<file path="config.mk">
export PLATFORM = sky130hd
export DESIGN_NAME = spi_display_receiver
export DESIGN_NICKNAME = d
export VERILOG_FILES = /design/src/rtl/spi_display_pkg.sv /design/src/rtl/spi_byte_deserializer.sv /design/src/rtl/spi_display_receiver.sv
export SDC_FILE = /design/constraint.sdc
export NUM_CORES = 1
export LEC_CHECK = 0
export ABC_AREA = 1
export CORE_MARGIN = 3
export CORE_UTILIZATION = 55
export DETAILED_ROUTE_END_ITERATION = 10
export GPL_ROUTABILITY_DRIVEN = 1
export PLACE_DENSITY = 0.76
export SYNTH_ARGS = -nofsm -noshare
export SYNTH_HDL_FRONTEND = slang
export SYNTH_HIERARCHICAL = 1
export SYNTH_SLANG_ARGS = --single-unit
</file>
<file path="constraint.sdc">
create_clock -name i_clk -period 11.5 [get_ports i_clk]
set_clock_uncertainty 0.05 [all_clocks]
set_input_delay 1.725 -clock i_clk [delete_from_list [all_inputs] [get_ports i_clk]]
set_output_delay 1.725 -clock i_clk [all_outputs]
set_load 0.03 [all_outputs]
</file>
<file path="src/rtl/spi_display_pkg.sv">
// Shared constants and decoder state encoding for the display SPI receive path.
package spi_display_pkg;

    localparam int COORD_W    = 9;
    localparam int PIX_W      = 16;
    localparam int DEF_WIDTH  = 240;
    localparam int DEF_HEIGHT = 320;

    localparam logic [7:0] CMD_CASET = 8'h2A;
    localparam logic [7:0] CMD_PASET = 8'h2B;
    localparam logic [7:0] CMD_RAMWR = 8'h2C;

    typedef enum logic [2:0] {
        ST_IDLE   = 3'd0,
        ST_CASET  = 3'd1,
        ST_PASET  = 3'd2,
        ST_RAMWR  = 3'd3,
        ST_IGNORE = 3'd4
    } dec_state_e;

endpackage

</file>
<file path="src/rtl/spi_byte_deserializer.sv">
// Synchronises the SPI pins into i_clk, detects SCLK rises and assembles
// MSB-first bytes tagged with DC; flags bytes cut short by CS going high.
module spi_byte_deserializer (
    input  logic       i_clk,
    input  logic       i_rst,
    input  logic       i_sclk,
    input  logic       i_cs,
    input  logic       i_dc,
    input  logic       i_mosi,
    output logic       o_byte_valid,
    output logic [7:0] o_byte,
    output logic       o_byte_dc,
    output logic       o_err
);

    logic [2:0] sclk_sync_q, sclk_sync_d;
    logic [1:0] cs_sync_q, cs_sync_d;
    logic [1:0] dc_sync_q, dc_sync_d;
    logic [1:0] mosi_sync_q, mosi_sync_d;
    logic [2:0] bit_cnt_q, bit_cnt_d;
    logic [6:0] shift_q, shift_d;
    logic       byte_valid_q, byte_valid_d;
    logic [7:0] byte_q, byte_d;
    logic       byte_dc_q, byte_dc_d;
    logic       err_q, err_d;
    logic       sclk_rise;

    // Stage 2 vs stage 3 keeps MOSI/DC (two stages) aligned with the edge.
    assign sclk_rise = sclk_sync_q[1] & ~sclk_sync_q[2];

    always_comb begin
        sclk_sync_d  = {sclk_sync_q[1:0], i_sclk};
        cs_sync_d    = {cs_sync_q[0], i_cs};
        dc_sync_d    = {dc_sync_q[0], i_dc};
        mosi_sync_d  = {mosi_sync_q[0], i_mosi};
        bit_cnt_d    = bit_cnt_q;
        shift_d      = shift_q;
        byte_valid_d = 1'b0;
        byte_d       = byte_q;
        byte_dc_d    = byte_dc_q;
        err_d        = 1'b0;
        if (cs_sync_q[1]) begin
            bit_cnt_d = 3'd0;
            err_d     = (bit_cnt_q != 3'd0);
        end else if (sclk_rise) begin
            shift_d   = {shift_q[5:0], mosi_sync_q[1]};
            bit_cnt_d = bit_cnt_q + 3'd1;
            if (bit_cnt_q == 3'd7) begin
                byte_valid_d = 1'b1;
                byte_d       = {shift_q, mosi_sync_q[1]};
                byte_dc_d    = dc_sync_q[1];
            end
        end
    end

    always_ff @(posedge i_clk or posedge i_rst) begin
        if (i_rst) begin
            sclk_sync_q  <= 3'b000;
            cs_sync_q    <= 2'b11;
            dc_sync_q    <= 2'b00;
            mosi_sync_q  <= 2'b00;
            bit_cnt_q    <= 3'd0;
            shift_q      <= 7'd0;
            byte_valid_q <= 1'b0;
            byte_q       <= 8'd0;
            byte_dc_q    <= 1'b0;
            err_q        <= 1'b0;
        end else begin
            sclk_sync_q  <= sclk_sync_d;
            cs_sync_q    <= cs_sync_d;
            dc_sync_q    <= dc_sync_d;
            mosi_sync_q  <= mosi_sync_d;
            bit_cnt_q    <= bit_cnt_d;
            shift_q      <= shift_d;
            byte_valid_q <= byte_valid_d;
            byte_q       <= byte_d;
            byte_dc_q    <= byte_dc_d;
            err_q        <= err_d;
        end
    end

    assign o_byte_valid = byte_valid_q;
    assign o_byte       = byte_q;
    assign o_byte_dc    = byte_dc_q;
    assign o_err        = err_q;

endmodule

</file>
<file path="src/rtl/spi_display_receiver.sv">
// Decodes CASET/PASET/RAMWR from the deserialised SPI byte stream and emits
// one addressed RGB565 pixel strobe per pair of RAMWR data bytes.
module spi_display_receiver
    import spi_display_pkg::*;
#(
    parameter int WIDTH  = DEF_WIDTH,
    parameter int HEIGHT = DEF_HEIGHT
) (
    input  logic               i_clk,
    input  logic               i_rst,
    input  logic               i_sclk,
    input  logic               i_cs,
    input  logic               i_dc,
    input  logic               i_mosi,
    output logic               o_cmd_valid,
    output logic [7:0]         o_cmd,
    output logic               o_px_valid,
    output logic [COORD_W-1:0] o_px_x,
    output logic [COORD_W-1:0] o_px_y,
    output logic [PIX_W-1:0]   o_px_data,
    output logic               o_err,
    output logic [2:0]         o_dbg_state
);

    localparam logic [COORD_W-1:0] COL_END_RST  = COORD_W'(WIDTH - 1);
    localparam logic [COORD_W-1:0] PAGE_END_RST = COORD_W'(HEIGHT - 1);

    logic       byte_valid;
    logic [7:0] byte_data;
    logic       byte_dc;
    logic       byte_err;

    spi_byte_deserializer u_deser (
        .i_clk        (i_clk),
        .i_rst        (i_rst),
        .i_sclk       (i_sclk),
        .i_cs         (i_cs),
        .i_dc         (i_dc),
        .i_mosi       (i_mosi),
        .o_byte_valid (byte_valid),
        .o_byte       (byte_data),
        .o_byte_dc    (byte_dc),
        .o_err        (byte_err)
    );

    dec_state_e         state_q, state_d;
    logic [1:0]         arg_idx_q, arg_idx_d;
    logic [16:0]        arg_buf_q, arg_buf_d;
    logic [COORD_W-1:0] col_start_q, col_start_d, col_end_q, col_end_d;
    logic [COORD_W-1:0] page_start_q, page_start_d, page_end_q, page_end_d;
    logic [COORD_W-1:0] x_q, x_d, y_q, y_d;
    logic               pend_q, pend_d;
    logic [7:0]         pend_byte_q, pend_byte_d;
    logic               cmd_valid_q, cmd_valid_d;
    logic [7:0]         cmd_q, cmd_d;
    logic               px_valid_q, px_valid_d;
    logic [COORD_W-1:0] px_x_q, px_x_d, px_y_q, px_y_d;
    logic [PIX_W-1:0]   px_data_q, px_data_d;
    logic               err_q, err_d;

    // All strobes are single-cycle pulses with no back-pressure: a consumer
    // must take o_cmd / o_px_* in the cycle the matching valid is high.
    always_comb begin
        state_d      = state_q;
        arg_idx_d    = arg_idx_q;
        arg_buf_d    = arg_buf_q;
        col_start_d  = col_start_q;
        col_end_d    = col_end_q;
        page_start_d = page_start_q;
        page_end_d   = page_end_q;
        x_d          = x_q;
        y_d          = y_q;
        pend_d       = pend_q;
        pend_byte_d  = pend_byte_q;
        cmd_valid_d  = 1'b0;
        cmd_d        = cmd_q;
        px_valid_d   = 1'b0;
        px_x_d       = px_x_q;
        px_y_d       = px_y_q;
        px_data_d    = px_data_q;
        err_d        = byte_err;
        if (byte_valid && !byte_dc) begin
            cmd_valid_d = 1'b1;
            cmd_d       = byte_data;
            arg_idx_d   = 2'd0;
            pend_d      = 1'b0;
            case (byte_data)
                CMD_CASET: state_d = ST_CASET;
                CMD_PASET: state_d = ST_PASET;
                CMD_RAMWR: begin
                    x_d = col_start_q;
                    y_d = page_start_q;
                    if (col_start_q > col_end_q || page_start_q > page_end_q) begin
                        err_d   = 1'b1;
                        state_d = ST_IGNORE;
                    end else begin
                        state_d = ST_RAMWR;
                    end
                end
                default: state_d = ST_IGNORE;
            endcase
        end else if (byte_valid) begin
            case (state_q)
                ST_CASET, ST_PASET: begin
                    // Buffer keeps {start[8:0], end[8]} so only 9-bit values survive.
                    arg_buf_d = {arg_buf_q[8:0], byte_data};
                    arg_idx_d = arg_idx_q + 2'd1;
                    if (arg_idx_q == 2'd3) begin
                        state_d = ST_IGNORE;
                        if (state_q == ST_CASET) begin
                            col_start_d = arg_buf_q[16:8];
                            col_end_d   = {arg_buf_q[0], byte_data};
                        end else begin
                            page_start_d = arg_buf_q[16:8];
                            page_end_d   = {arg_buf_q[0], byte_data};
                        end
                    end
                end
                ST_RAMWR: begin
                    if (!pend_q) begin
                        pend_d      = 1'b1;
                        pend_byte_d = byte_data;
                    end else begin
                        pend_d     = 1'b0;
                        px_valid_d = 1'b1;
                        px_x_d     = x_q;
                        px_y_d     = y_q;
                        px_data_d  = {pend_byte_q, byte_data};
                        if (x_q == col_end_q) begin
                            x_d = col_start_q;
                            y_d = (y_q == page_end_q) ? page_start_q : y_q + 9'd1;
                        end else begin
                            x_d = x_q + 9'd1;
                        end
                    end
                end
                default: ;
            endcase
        end
    end

    always_ff @(posedge i_clk or posedge i_rst) begin
        if (i_rst) begin
            state_q      <= ST_IDLE;
            arg_idx_q    <= 2'd0;
            arg_buf_q    <= 17'd0;
            col_start_q  <= '0;
            col_end_q    <= COL_END_RST;
            page_start_q <= '0;
            page_end_q   <= PAGE_END_RST;
            x_q          <= '0;
            y_q          <= '0;
            pend_q       <= 1'b0;
            pend_byte_q  <= 8'd0;
            cmd_valid_q  <= 1'b0;
            cmd_q        <= 8'd0;
            px_valid_q   <= 1'b0;
            px_x_q       <= '0;
            px_y_q       <= '0;
            px_data_q    <= '0;
            err_q        <= 1'b0;
        end else begin
            state_q      <= state_d;
            arg_idx_q    <= arg_idx_d;
            arg_buf_q    <= arg_buf_d;
            col_start_q  <= col_start_d;
            col_end_q    <= col_end_d;
            page_start_q <= page_start_d;
            page_end_q   <= page_end_d;
            x_q          <= x_d;
            y_q          <= y_d;
            pend_q       <= pend_d;
            pend_byte_q  <= pend_byte_d;
            cmd_valid_q  <= cmd_valid_d;
            cmd_q        <= cmd_d;
            px_valid_q   <= px_valid_d;
            px_x_q       <= px_x_d;
            px_y_q       <= px_y_d;
            px_data_q    <= px_data_d;
            err_q        <= err_d;
        end
    end

    assign o_cmd_valid = cmd_valid_q;
    assign o_cmd       = cmd_q;
    assign o_px_valid  = px_valid_q;
    assign o_px_x      = px_x_q;
    assign o_px_y      = px_y_q;
    assign o_px_data   = px_data_q;
    assign o_err       = err_q;
    assign o_dbg_state = state_q;

endmodule
</file>
==> qor.yml, run 1 <==
sta:
  relSlewSlack: 0.286
  grt_setup_unrepaired: "false"
  fin_ws_ns: 8.10
  setup_violations: 0
  hold_viol: 0
  fin_setup_tns_ns: 0
  timing_worst_slew_pin_value_ns: 1.07
  share_of_the_clock_period_used_by_the_worst_path_after_layout: 0.296
  final_max_slew_viols: 0
  max_freq_ghz: 0.294
  fin_crit_ns: 3.40
setup_path:
  cp_slowest_stage_delay_ns: 0.72
  start_kind: "register"
  critical-path-top-delay-family: "buffers and inverters"
  cp_max_fo: 7
  worst_setup_path_end_kind: "primary output"
  arrival_ns: 1.63
  crit_chain: "clkdlybuf4s50_1"
  worst_path_max_delay_cell: "sky130_fd_sc_hd__clkdlybuf4s50_1"
  criticalPathCategory: "reg2out"
  worst_ep_required_time_ns: 9.73
  total_buffers_and_inverters_traversed_by_the_critical_path: 1
final_layout:
  layout.cells.most_common: "sky130_fd_sc_hd__nand2_1"
  final_util: 0.667
  flow.area_growth_from_synthesis_pct: 16.4
  final_cell_area_mm2: 0.00858
  highest_count_cells_in_the_layout_ignoring_fill_and_taps: "sky130_fd_sc_hd__nand2_1, sky130_fd_sc_hd__dfrtp_1, sky130_fd_sc_hd__inv_1"
  share_of_post_route_cells_with_drive_strength_above_1: 0.0888
  fillerInstances: 995
  final_net_count: 907
  num_antenna_cells: 0
routing:
  drt-vias-per-instance: 5.30
  first_pass_iters: 6
  drtIter0Drc: 606
  route.vias.total: 5633
  detail_route.wirelength_um: 15700
  drt_drc_violations_left: 0
  routedWlPerCell_um: 14.8
  postRouteAntennaNets: 0
clocking:
  cts.sink_count: 160
  cts_setup_buffers: 0
  cts_inserted_buffers: 17
  cts_root_buffer: "sky130_fd_sc_hd__clkbuf_16"
  clockBufferDepth: 2
  tritoncts_clock_tree: "done"
  cts-hold-fix-buffers: 0
  htree_levels: 4
  clk_transition_reported_paths_ns: 0.06
  clock_insertion_delay_worst_skew_ns: 0.42
  post_cts_resize_count: 0
placed_design:
  pre_cts_ws_ns: 7.76
  post-dp-hpwl_um: 10800
  place.port_buffers: 53
  finalWeightedCongestion: 0.852
  dpl_cell_area_mm2: 0.00797
synth:
  ys_seq_elements: 160
  synth_cell_types: 34
  synth.yosys.seq_area_share: 0.546
  postSynthAreaPerCell_um2: 8.85
  synth_warnings: 6
  synth_area_mm2: 0.00737
  mapped_nets: 863
  synthCells: 833
grt:
  grt_max_degree: 72
  track_usage: 0.226
  grt_pass1_vias: 5393
  grt_first_pass_wirelength_um: 26100
  grt_antenna_before_repair: 0
  globalRoute.totalOverflow: 0
pwr:
  leakage_power_total_nw: 4.15
  power_per_cell_area_mw_per_mm2: 137
  worst_vdd_ir_mv: 0.0889
run_status:
  result_of_the_run: "finished, final reports clean"
floorplan:
  die_h_um: 122
  core_area_mm2: 0.0129
  initial_core_util: 0.573
  placementRows: 41
  io-pin-count: 54
  die-area_mm2: 0.0148
  floorplan.die.width_um: 122
job:
  drv.max_cap_violation_count: 0
hold_path:
  holdCritPathClass: "reg2reg"
## cells in the mapped netlist, drive strengths merged
cell type  instances  share of area
a21o               1         0.0010
a21oi             20          0.015
a22oi              1         0.0029
a32o               1         0.0014
buf               18          0.016
clkbuf            11         0.0063
dfrtp            144           0.49
dfstp             16          0.057
ha                24          0.041
inv               86          0.044
nand2            292           0.16
nand3             59          0.044
nand3b             4         0.0041
nand4              9         0.0093
nor2              26          0.017
nor3               8         0.0070
o21a               2         0.0020
o21ai             86          0.058
xnor2             13          0.015
xor2              12          0.014
## layout make-up
class                           count  area (um2)  share of cell area
Tap cell                          172         215              0.0251
Multi-Input combinational cell    558        2860               0.333
Timing Repair Buffer               54         538              0.0627
Sequential cell                   160        4020               0.469
Clock buffer                       20         457              0.0532
Inverter                           86         328              0.0382
Clock inverter                     12         160              0.0187
## routing by layer
layer	share of wire	vias to the layer above	track usage
met5	0	-	0
met4	0.026	0	0.0973
met3	0.055	31	0.0478
met2	0.48	175	0.363
met1	0.44	2683	0.299
li1	-	2744	-
## final timing paths
path	startpoint	end	slack (ns)	depth (start not counted)
worst max-delay path	o_dbg_state[1]$_DFFE_PP0P_	o_dbg_state[1]	8.10	1
worst min-delay path	u_deser/sclk_sync_q[0]$_DFF_PP0_	u_deser/sclk_sync_q[1]$_DFF_PP0_	0.30	0
worst max register to register	o_dbg_state[2]$_DFFE_PP0P_	o_px_x[0]$_DFFE_PP0P_	9.22	6
worst min register to register	u_deser/sclk_sync_q[0]$_DFF_PP0_	u_deser/sclk_sync_q[1]$_DFF_PP0_	0.30	0
max in group asynchronous	i_rst	y_q[3]$_DFFE_PP0P_	8.28	3
min in group asynchronous	i_rst	arg_buf_q[2]$_DFFE_PP0P_	1.85	2
## state kept, by name (all words and copies together) (netlist names), 2 cells and up
register,cells
u_deser/o_byte,8
col_start_q,9
u_deser/bit_cnt_q,3
u_deser/sclk_sync_q,3
page_start_q,9
o_px_data,16
pend_byte_q,8
page_end_q,9
o_dbg_state,3
y_q,9
u_deser/dc_sync_q,2
o_px_y,9
col_end_q,9
arg_buf_q,17
o_cmd,8
u_deser/shift_q,7
arg_idx_q,2
x_q,9
u_deser/mosi_sync_q,2
u_deser/cs_sync_q,2
o_px_x,9
## power by group
part           total, mW  internal [mW]  switching, mW  leakage [nW]
combinational     0.0225        0.00560         0.0169          1.69
sequential         0.577          0.571        0.00570          2.15
clock              0.578          0.354          0.224         0.301
## through the flow
stage          hold slack, ns  total power [mW]  cells
6_report                0.303              1.18   1062
5_1_grt                 0.316              1.22   1062
4_1_cts                 0.303              1.19   1062
3_5_place_dp            0.289             0.610   1030
3_3_place_gp            0.284             0.609   1030
2_1_floorplan           0.281             0.602    833
## cell families after synthesis
| group | after synthesis | share of synthesized area |
|---|---|---|
| and+or+nand+nor | 398 | 0.237 |
| DFF | 160 | 0.546 |
| buffers and inverters | 115 | 0.0663 |
| AOI/OAI and AO/OA | 111 | 0.0808 |
| xor gates and xnor gates | 25 | 0.0297 |
| adders and majority gates | 24 | 0.0407 |
Power figures use the tool's default switching activity.
==> run 2: changes to the inputs <==
- clock period: 11.5 -> 3.15 ns (I/O delays scaled with it)
==> run 2 against run 1 <==
  * Hold slack got worse by 0.0033 ns
  * Critical path depth increased by 5
  * Global-route usage grew 0.85 points
  * Critical path type is now reg2reg
  * Sequential cell count unchanged
  * Die area unchanged
  * Worst setup slack got worse by 7.2 ns
  * Sequential power grew to 3.7 times the previous value
  * Clock power increased to 3.5 times the previous value
  * Cell count is essentially flat
==> qor.yml, run 2 (synthesized netlist as in run 1, its figures left out) <==
final_layout:
  final_net_count: 909
  flow.area_growth_from_synthesis_pct: 16.3
  highest_count_cells_in_the_layout_ignoring_fill_and_taps: "sky130_fd_sc_hd__nand2_1, sky130_fd_sc_hd__dfrtp_1, sky130_fd_sc_hd__inv_1"
  largest_register_ff_count: 17
  num_antenna_cells: 0
  layout.cells.most_common: "sky130_fd_sc_hd__nand2_1"
  layout.cells.non_filler: 1063
  top_register: "arg_buf_q"
  share_of_post_route_cells_with_drive_strength_above_1: 0.0875
  final_util: 0.666
floorplan:
  die_h_um: 122
  placementRows: 41
  initial_core_util: 0.573
  floorplan.die.width_um: 122
  die-area_mm2: 0.0148
  io-pin-count: 54
  core_area_mm2: 0.0129
setup_path:
  worst_ep_required_time_ns: 3.38
  worst_path_max_delay_cell: "sky130_fd_sc_hd__nor3_4"
  arrival_ns: 2.46
  critical-path-top-delay-family: "simple AND/OR/NAND/NOR gates"
  cp_slowest_stage_delay_ns: 0.51
  start_kind: "register"
  cp_max_fo: 54
  total_buffers_and_inverters_traversed_by_the_critical_path: 2
  criticalPathCategory: "reg2reg"
  crit_chain: "inv_1 -> nand3_1 -> nor3_4 -> inv_2 -> nand2_1 -> o21ai_1"
  worst_setup_path_end_kind: "register"
clocking:
  clock_insertion_delay_worst_skew_ns: 0.43
  htree_levels: 4
  cts_inserted_buffers: 17
  cts-hold-fix-buffers: 0
  post_cts_resize_count: 0
  tritoncts_clock_tree: "done"
  cts_setup_buffers: 0
  cts.sink_count: 160
  clk_transition_reported_paths_ns: 0.06
  cts_root_buffer: "sky130_fd_sc_hd__clkbuf_16"
  clockBufferDepth: 2
sta:
  grt_setup_unrepaired: "false"
  share_of_the_clock_period_used_by_the_worst_path_after_layout: 0.707
  max_freq_ghz: 0.449
  timing_worst_slew_pin_value_ns: 1.00
  hold_viol: 0
  setup_violations: 0
  fin_setup_tns_ns: 0
  relSlewSlack: 0.331
  fin_crit_ns: 2.23
  final_max_slew_viols: 0
routing:
  first_pass_iters: 5
  detail_route.wirelength_um: 16200
  drt-vias-per-instance: 5.30
  postRouteAntennaNets: 0
  drtIter0Drc: 612
  route.vias.total: 5633
  drt_drc_violations_left: 0
  routedWlPerCell_um: 15.3
job:
  drv.max_cap_violation_count: 0
run_status:
  result_of_the_run: "finished, final reports clean"
placed_design:
  post-dp-hpwl_um: 11200
  finalWeightedCongestion: 0.938
  place.port_buffers: 53
  dpl.cell_count: 1032
grt:
  grt_max_degree: 57
  track_usage: 0.234
  grt_antenna_before_repair: 0
  grt_pass1_vias: 5484
  globalRoute.totalOverflow: 0
  grt_first_pass_wirelength_um: 27000
pwr:
  leakage_power_total_nw: 4.14
  worst_vdd_ir_mv: 0.320
  power_per_cell_area_mw_per_mm2: 489
hold_path:
  holdCritPathClass: "reg2reg"
## run 2: layout make-up
class | instances | area (um2)
sequential | 160 | 4020
clock inverter | 9 | 108
multi-input combinational | 558 | 2860
timing repair buffer | 56 | 578
clock buffer | 22 | 464
tap | 172 | 215
inverter | 86 | 329
fill | 1004 | 4300
## run 2: final timing paths
check                                                 start                               end  cells after the start  slack [ns]
max reg2reg                      o_dbg_state[2]$_DFFE_PP0P_             o_px_x[8]$_DFFE_PP0P_                      6        0.92
max in group asynchronous                             i_rst         page_end_q[5]$_DFFE_PP1P_                      3        1.74
min in group asynchronous                             i_rst  u_deser/sclk_sync_q[0]$_DFF_PP0_                      3        0.45
min                        u_deser/mosi_sync_q[0]$_DFF_PP0_  u_deser/mosi_sync_q[1]$_DFF_PP0_                      0        0.30
max                              o_dbg_state[2]$_DFFE_PP0P_             o_px_x[8]$_DFFE_PP0P_                      6        0.92
min reg2reg                u_deser/mosi_sync_q[0]$_DFF_PP0_  u_deser/mosi_sync_q[1]$_DFF_PP0_                      0        0.30
## run 2: stage by stage
stage | cell area, um2 | total power [mW] | hold WS (ns) | setup slack (ns)
2_1_floorplan | 7380 | 2.20 | 0.281 | 1.03
3_3_place_gp | 8010 | 2.23 | 0.285 | 1.00
3_5_place_dp | 8010 | 2.24 | 0.289 | 0.952
4_1_cts | 8580 | 4.22 | 0.302 | 0.901
5_1_grt | 8580 | 4.33 | 0.304 | 0.649
6_report | 8580 | 4.20 | 0.299 | 0.924
## run 2: layer usage
metal,track usage,up-vias,wire length [um]
met5,0,-,0
met4,0.0945,0,390
met3,0.0460,26,798
met2,0.370,166,7860
met1,0.322,2697,7160
li1,-,2744,-
## run 2: where the power goes
part / total, mW / internal [mW] / switching [mW] / leakage, nW
sequential: 2.11 / 2.09 / 0.0218 / 2.15
combinational: 0.0881 / 0.0257 / 0.0624 / 1.71
clock: 2.00 / 1.20 / 0.796 / 0.277
total: 4.20 / 3.32 / 0.881 / 4.14
